### config.mk
export PLATFORM = sky130hd
export DESIGN_NAME = instr_fetch
export DESIGN_NICKNAME = d
export VERILOG_FILES = /design/src/rtl/fetch_pkg.sv /design/src/rtl/next_pc_calc.sv /design/src/rtl/instr_fetch.sv
export SDC_FILE = /design/constraint.sdc
export NUM_CORES = 1
export LEC_CHECK = 0
export CAP_MARGIN = 0
export CORE_UTILIZATION = 35
export DETAILED_ROUTE_END_ITERATION = 16
export DONT_BUFFER_PORTS = 1
export SLEW_MARGIN = 0
export SYNTH_ARGS = -nofsm -noshare
export SYNTH_HDL_FRONTEND = slang
export SYNTH_HIERARCHICAL = 1
export SYNTH_SLANG_ARGS = --single-unit
### constraint.sdc
create_clock -name clock -period 5.6 [get_ports clock]
set_input_delay 0.84 -clock clock [delete_from_list [all_inputs] [get_ports clock]]
set_output_delay 0.84 -clock clock [all_outputs]
set_load 0.01 [all_outputs]
### src/rtl/fetch_pkg.sv
// Shared constants for the instruction fetch stage: branch/jump select codes,
// fetch state encodings and default parameters.
package fetch_pkg;

  // selbrjumpz encodings driven by the control decoder
  localparam logic [1:0] BRJ_SEQ = 2'b00;
  localparam logic [1:0] BRJ_JR  = 2'b01;
  localparam logic [1:0] BRJ_J   = 2'b10;
  localparam logic [1:0] BRJ_BR  = 2'b11;

  // Fetch state machine encodings
  typedef logic [2:0] state_t;
  localparam state_t IDLE = 3'd0;
  localparam state_t REQ  = 3'd1;
  localparam state_t WAIT = 3'd2;
  localparam state_t HOLD = 3'd3;
  localparam state_t DROP = 3'd4;

  localparam logic [31:0] RESET_PC_DEFAULT = 32'h0000_0000;
  localparam int          MAX_WAIT_DEFAULT = 255;

endpackage

### src/rtl/next_pc_calc.sv
// Redirect target computation: decides whether the decoder's control decision
// changes the fetch PC and, if so, where to.
module next_pc_calc
  import fetch_pkg::*;
(
  input  logic        redir_valid,
  input  logic [1:0]  selbrjumpz,
  input  logic        br_taken,
  input  logic [31:0] rs_value,
  input  logic [31:0] redir_pc,
  input  logic [15:0] imm16,
  input  logic [25:0] jidx26,
  output logic [31:0] target,
  output logic        redir_en
);

  logic [31:0] pc4;
  logic [31:0] br_off;

  assign pc4    = redir_pc + 32'd4;
  assign br_off = {{14{imm16[15]}}, imm16, 2'b00};

  // Select the target and whether the decision actually redirects fetch
  always_comb begin
    target   = pc4;
    redir_en = 1'b0;
    case (selbrjumpz)
      BRJ_JR: begin
        target   = {rs_value[31:2], 2'b00};
        redir_en = redir_valid;
      end
      BRJ_J: begin
        target   = {pc4[31:28], jidx26, 2'b00};
        redir_en = redir_valid;
      end
      BRJ_BR: begin
        target   = pc4 + br_off;
        redir_en = redir_valid & br_taken;
      end
      default: begin
        target   = pc4;
        redir_en = 1'b0;
      end
    endcase
  end

endmodule

### src/rtl/instr_fetch.sv
// Single-outstanding instruction fetch stage. Requests one word from imem,
// holds it for decode, and flushes or drops stale fetches on a redirect.
module instr_fetch
  import fetch_pkg::*;
#(
  parameter logic [31:0] RESET_PC = RESET_PC_DEFAULT,
  parameter int          MAX_WAIT = MAX_WAIT_DEFAULT
) (
  input  logic        clock,
  input  logic        reset_n,
  output logic        imem_req,
  output logic [31:0] imem_addr,
  input  logic        imem_ack,
  input  logic        imem_rvalid,
  input  logic [31:0] imem_rdata,
  output logic        inst_valid,
  input  logic        inst_ready,
  output logic [31:0] inst,
  output logic [31:0] inst_pc,
  output logic [5:0]  op,
  output logic [5:0]  fn,
  input  logic        redir_valid,
  input  logic [1:0]  selbrjumpz,
  input  logic        br_taken,
  input  logic [31:0] rs_value,
  input  logic [31:0] redir_pc,
  input  logic [15:0] imm16,
  input  logic [25:0] jidx26,
  output logic        fetch_err
);

  // Last counter value before the response wait gives up
  localparam logic [7:0] WAIT_LAST = 8'(MAX_WAIT - 1);

  state_t      state_reg;
  logic [31:0] pc_reg;
  logic [31:0] inst_reg;
  logic [31:0] inst_pc_reg;
  logic        inst_valid_reg;
  logic        fetch_err_reg;
  logic [7:0]  wait_cnt_reg;
  logic [31:0] target;
  logic        redir_en;

  next_pc_calc u_next_pc_calc (
    .redir_valid (redir_valid),
    .selbrjumpz  (selbrjumpz),
    .br_taken    (br_taken),
    .rs_value    (rs_value),
    .redir_pc    (redir_pc),
    .imm16       (imm16),
    .jidx26      (jidx26),
    .target      (target),
    .redir_en    (redir_en)
  );

  // Fetch sequencing; a redirect overrides pc and flushes the held word in any state
  always_ff @(posedge clock or negedge reset_n) begin
    if (!reset_n) begin
      state_reg      <= IDLE;
      pc_reg         <= RESET_PC;
      inst_reg       <= '0;
      inst_pc_reg    <= '0;
      inst_valid_reg <= 1'b0;
      fetch_err_reg  <= 1'b0;
      wait_cnt_reg   <= '0;
    end else begin
      if (redir_en) begin
        pc_reg         <= target;
        inst_valid_reg <= 1'b0;
      end
      case (state_reg)
        IDLE: begin
          // A redirect here only updates pc; the request goes out next cycle
          if (!redir_en) state_reg <= REQ;
        end
        REQ: begin
          // Without ack the address simply follows pc, so a redirect retargets
          if (imem_ack) begin
            wait_cnt_reg <= '0;
            state_reg    <= redir_en ? DROP : WAIT;
          end
        end
        WAIT: begin
          if (imem_rvalid) begin
            if (!redir_en) begin
              inst_reg       <= imem_rdata;
              inst_pc_reg    <= pc_reg;
              inst_valid_reg <= 1'b1;
              state_reg      <= HOLD;
            end else begin
              state_reg <= IDLE;
            end
          end else if (wait_cnt_reg == WAIT_LAST) begin
            fetch_err_reg <= 1'b1;
            state_reg     <= IDLE;
          end else begin
            wait_cnt_reg <= wait_cnt_reg + 8'd1;
            if (redir_en) state_reg <= DROP;
          end
        end
        HOLD: begin
          if (redir_en) begin
            state_reg <= IDLE;
          end else if (inst_ready) begin
            inst_valid_reg <= 1'b0;
            pc_reg         <= pc_reg + 32'd4;
            state_reg      <= IDLE;
          end
        end
        DROP: begin
          // Stale response is discarded; pc already holds the redirect target
          if (imem_rvalid) begin
            state_reg <= IDLE;
          end else if (wait_cnt_reg == WAIT_LAST) begin
            fetch_err_reg <= 1'b1;
            state_reg     <= IDLE;
          end else begin
            wait_cnt_reg <= wait_cnt_reg + 8'd1;
          end
        end
        default: state_reg <= IDLE;
      endcase
    end
  end

  assign imem_req   = (state_reg == REQ);
  assign imem_addr  = pc_reg;
  assign inst_valid = inst_valid_reg;
  assign inst       = inst_reg;
  assign inst_pc    = inst_pc_reg;
  assign op         = inst_reg[31:26];
  assign fn         = inst_reg[5:0];
  assign fetch_err  = fetch_err_reg;

endmodule

# Word-level counts from Yosys, hierarchy flattened
# Index checks and enable logic that the tools add are counted.
# totals
ff_bits	109
latchBits	0
mem_bits_rw	0
romBits	0
inputBits	147
output_inout_bits	111
elab_cells	65
n_memories	0
# classes
n_addsub	4
multipliers	0
n_div	0
n_lt_le_gt_ge	0
n_eq_ne	15
n_shift	0
mux	28
bitwise	3
n_reduce_logical	8
# ops
op	n
$mux W32	4
$pmux W32 S3	1
$add A32 B3 Y32 const B	2
$add A32 B32 Y32	1
$mux W3	10
$mux W8	3
$pmux W8 S2	1
$pmux W3 S5	1
$add A8 B1 Y8 const B	1
$eq A8 B8 Y1 const B	1
$eq A3 B2 Y1 const B	2
$ne A2 B2 Y1 const B	3
$ne A3 B3 Y1 const B	2
$reduce_and A3 Y1	2
$mux W1	5
$reduce_and A5 Y1	1
$eq A2 B2 Y1 const B	2
$ne A4 B4 Y1 const B	1
$pmux W1 S2	2
$reduce_and A4 Y1	1
$reduce_or A2 Y1	2
$eq A3 B1 Y1 const B	1
$eq A3 B3 Y1 const B	1
$logic_not A3 Y1	1
other kinds (6)	7

# Depth between registers and ports, before layout
# depth
depth_word	7
ltp_mapped	17
mapped_depth_nobuf	17

# Cells and area by module
# Netlist, hierarchy kept.
# by_module_without_submodules
mod	instances	cells_each	area_per_inst_um2	seq_area_each_um2
instr_fetch	1	419	5041.1	2727.6
next_pc_calc	1	420	2870.3	0.0

# Worst setup path before layout
# No wires, ideal clock.
# synth_timing
kind	input-to-reg
startpoint	input redir_pc[9]
endpoint	register pc_reg[31] (netlist: imem_addr[31])
setup_time_ps	129
arrival_ps	3794
t_required_ps	5471
path_slack_ps	1678
cell_stages	17
n_path_buf	0
cell_sequence	nand4_2 or3_4 or2_1 nor2_2 nand2_1 xnor2_1 ha_1 a21o_1 a21o_1 a21oi_1 o21ai_0 a211oi_1 a211oi_2 xnor2_1 a221o_1 nand2_1 o21ai_1
# synth_between
elab_chain_len	7
# synth_rtl
item	line	text
start, declared	instr_fetch.sv:26	input logic [31:0] redir_pc,
$add A32 B3 Y32 *	next_pc_calc.sv:20	assign pc4 = redir_pc + 32'd4;
$add A32 B32 Y32	next_pc_calc.sv:37	target = pc4 + br_off;
$pmux W32 S3 *	next_pc_calc.sv:27	case (selbrjumpz)
named net target[31]	instr_fetch.sv:42	logic [31:0] target;
$mux W32 *	instr_fetch.sv:68	if (redir_en) begin
$mux W32	instr_fetch.sv:105	end else if (inst_ready) begin
$mux W32	instr_fetch.sv:103	if (redir_en) begin
$mux W32 *	instr_fetch.sv:72	case (state_reg)
end signal, assigned	instr_fetch.sv:69	pc_reg <= target;
end signal, assigned	instr_fetch.sv:107	pc_reg <= pc_reg + 32'd4;
end, declared	instr_fetch.sv:36	logic [31:0] pc_reg;
# The timed path passes the listed nets; every way through them passes the cells marked *.
# A chain may end at the register's enable or synchronous reset.

# Final worst setup path
# Same ends and word-level chain as after synthesis.

==> impl_metrics.py <==
metrics = {
    "drt": {
        "ant_nets": 0,
        "drt_wl_total_um": 20800,
        "drc": 24,
        "via_count": 6114,
        "dr.pass1.iters": 12,
        "viasPerCell": 5.60,
        "routedWlPerCell_um": 19.0,
        "drt-initial-drc-count": 379,
    },
    "worst_setup_path": {
        "critPathLaunchType": "input pin",
        "r2r-end": "inst_pc[24]",
        "max_stage_delay_ns": 0.39,
        "critPathLaunch": "redir_pc[9]",
        "required_ns": 5.82,
        "cp_max_fo": 7,
        "reg2reg_slack_ns": 2.67,
        "reg2reg_depth": 4,
        "worstPathCellList": "nand4_2 -> or3_4 -> or2_1 -> nor2_2 -> nand2_1 -> xnor2_1 -> ha_1 -> a21o_1 -> a21o_1 -> a21oi_1 -> o21ai_0 -> a211oi_1 -> a211oi_2 -> xnor2_1 -> a221o_1 -> nand2_1 -> o21ai_1",
        "worstReg2RegStart": "state_reg[1]",
        "critPathCaptureType": "register",
        "path_class": "input pin to register",
        "crit_arrival_ns": 4.25,
        "slowest_stage": "or3_4",
    },
    "final_layout": {
        "final_util": 0.378,
        "n_antenna_cell": 0,
        "area_delta_synth_final_pct": 5.12,
        "nNetsFinal": 995,
        "finalNonFillerCells": 1091,
        "drive_gt1_frac": 0.149,
    },
    "logic_synthesis": {
        "yosys-top-cells-area": "dfrtp_1 (34%), mux2_2 (9.5%), ha_1 (6.5%), xor2_1 (5.1%), nand2_1 (4.2%)",
        "synthArstFlopShare": 1.00,
        "ys_seq_elements": 109,
        "synth_flop_cell": "dfrtp_1",
        "synth_edf_count": 0,
        "yosys.area.top_type_share": 0.345,
        "seq_area_frac_synth": 0.345,
        "yosys_warnings": 6,
        "synth_top_cell_by_area": "dfrtp_1",
        "netlist_top_cells_count": "dfrtp_1 (109), nand2_1 (88), mux2_2 (67)",
        "synth_nets": 1028,
        "synth.most_common_cell": "dfrtp_1",
        "synthDistinctLibCells": 78,
        "syn_area_um2": 7910,
        "syn_inst": 839,
        "synth.avg_cell_area_um2": 9.43,
    },
    "sta": {
        "clock_skew_ns": 0.00949,
        "setup_ws_ns": 1.56,
        "tightest_slew_ns": 1.15,
        "max_freq_ghz": 0.248,
        "slew_violations": 0,
        "fin_setup_tns_ns": 0,
        "slew_headroom": 0.231,
        "setup_violations": 0,
        "finalCriticalPeriod_ns": 4.04,
        "rsz0062_at_grt": "no",
        "min_period_over_period": 0.721,
        "hold_violations": 0,
    },
    "clock_network": {
        "insertion_delay_ns": 0.35,
        "cts_sinks": 109,
        "htreeDepth": 3,
        "cts_resized": 0,
        "numCtsBuffers": 9,
        "cts_hold_buf": 0,
        "path_clk_slew_ns": 0.08,
        "cts_setup_buffers": 0,
        "cts.path.max_buffers": 2,
        "cts_tree": "yes",
        "cts-root-buf": "clkbuf_16",
    },
    "outcome": {
        "violations": "design-rule violations",
        "status": "complete, but fails checks",
    },
    "pwr": {
        "powerDensity_nw_per_um2": 361,
        "peakVddDrop_v": 0.000152,
        "cellLeakagePower_nw": 3.46,
    },
    "grt": {
        "grt_pass1_vias": 5842,
        "grt-ovfl-total": 0,
        "grt_pass1_wl_um": 32900,
        "grt_max_degree": 110,
        "antenna_found_initial": 0,
        "grt.total_usage": 0.177,
    },
    "placement": {
        "dp_cells": 1075,
        "pre_cts_slack_ns": 1.26,
        "dp_hpwl_um": 16100,
        "numPortBuffers": 0,
        "place.gp.congestion": 0.863,
    },
    "floorplanning": {
        "dieWidth_um": 152,
        "io_pins": 258,
        "fp.dieH_um": 152,
        "initial_utilization": 0.359,
        "fp.dieArea_um2": 23200,
        "placementRows": 54,
        "coreArea_um2": 22000,
    },
    "job": {
        "drv_cap": 0,
    },
    "min_path": {
        "min_path_type": "input pin to async pin",
    },
}
[cells in the final DEF, fill, tap and decap left out, types with 6 or more instances in the layout]
cell type | Yosys | routed
dfrtp_1 | 109 | 109
nand2_1 | 88 | 88
mux2_2 | 67 | 67
a21oi_1 | 47 | 47
o21ai_0 | 47 | 47
xor2_1 | 46 | 46
nand3_1 | 42 | 42
nor2_1 | 42 | 42
ha_1 | 41 | 41
xnor2_1 | 35 | 35
inv_1 | 24 | 24
a221oi_1 | 16 | 16
nand4_1 | 15 | 15
and3_1 | 14 | 13
a21o_1 | 12 | 12
nor3_1 | 11 | 11
clkbuf_16 | 0 | 9
a222oi_1 | 9 | 9
or3_1 | 7 | 7
o21ai_1 | 6 | 6
mux2i_1 | 6 | 6
nor2b_1 | 6 | 6
buf_4 | 20 | 6
a2bb2oi_1 | 6 | 6
[critical path, delay by kind of cell]
family                     cells  cell delay [ns]
xor gates and xnor gates       2             0.43
and+or+nand+nor                6             1.10
AOI/OAI and AO/OA              8             1.53
adders and majority gates      1             0.36
[per-stage QoR]
stage / cell area, µm² / power, mW / hold WS [ns]
6_report: 8320 / 3.01 / 0.186
3_3_place_gp: 8030 / 2.38 / 0.535
4_1_cts: 8320 / 3.04 / 0.169
2_1_floorplan: 7910 / 2.24 / 0.512
3_5_place_dp: 8030 / 2.41 / 0.540
5_1_grt: 8320 / 3.20 / 0.164
[per-layer routing]
layer,track usage,share of wire,vias to the layer above
met2,0.280,0.46,211
met5,0,0,-
met3,0.0324,0.066,18
met4,0.0447,0.014,0
met1,0.249,0.46,2907
li1,-,-,2978
[cells by family after synthesis]
family,after synthesis,share of synthesized area
flip-flops,109,0.345
AO/OA/AOI/OAI,197,0.169
buffers and inverters,74,0.0471
AND/OR/NAND/NOR,262,0.177
XOR/XNOR,82,0.0917
adder cells (fa/ha/maj),42,0.0674
multiplexers,73,0.103
[report_power, final]
| part | switching (mW) | internal [mW] | leakage [nW] | total (mW) |
|---|---|---|---|---|
| registers | 0.496 | 1.08 | 1.37 | 1.58 |
| logic | 0.390 | 0.424 | 1.95 | 0.814 |
| clock network | 0.295 | 0.320 | 0.141 | 0.615 |
| total | 1.18 | 1.83 | 3.46 | 3.01 |
[final cells by class]
| class | count | area (µm²) |
|---|---|---|
| clock inverter | 5 | 43.8 |
| multi-input combinational | 656 | 4820 |
| inverter | 24 | 90.1 |
| timing repair buffer | 6 | 45.0 |
| fill | 2277 | 13700 |
| sequential | 109 | 2730 |
| clock buffer | 11 | 243 |
| tap | 280 | 350 |
[how the worst max path moves through the flow]
stage,endpoint,slack [ns],cells after the start
after floorplan,imem_addr[31],1.68,17
after global placement,imem_addr[31],1.28,17
after detailed placement,imem_addr[31],1.26,17
after CTS,imem_addr[31],1.61,17
after global routing,imem_addr[31],1.37,17
final,imem_addr[31],1.56,17
Note: power is estimated with default switching activity, not from simulation.
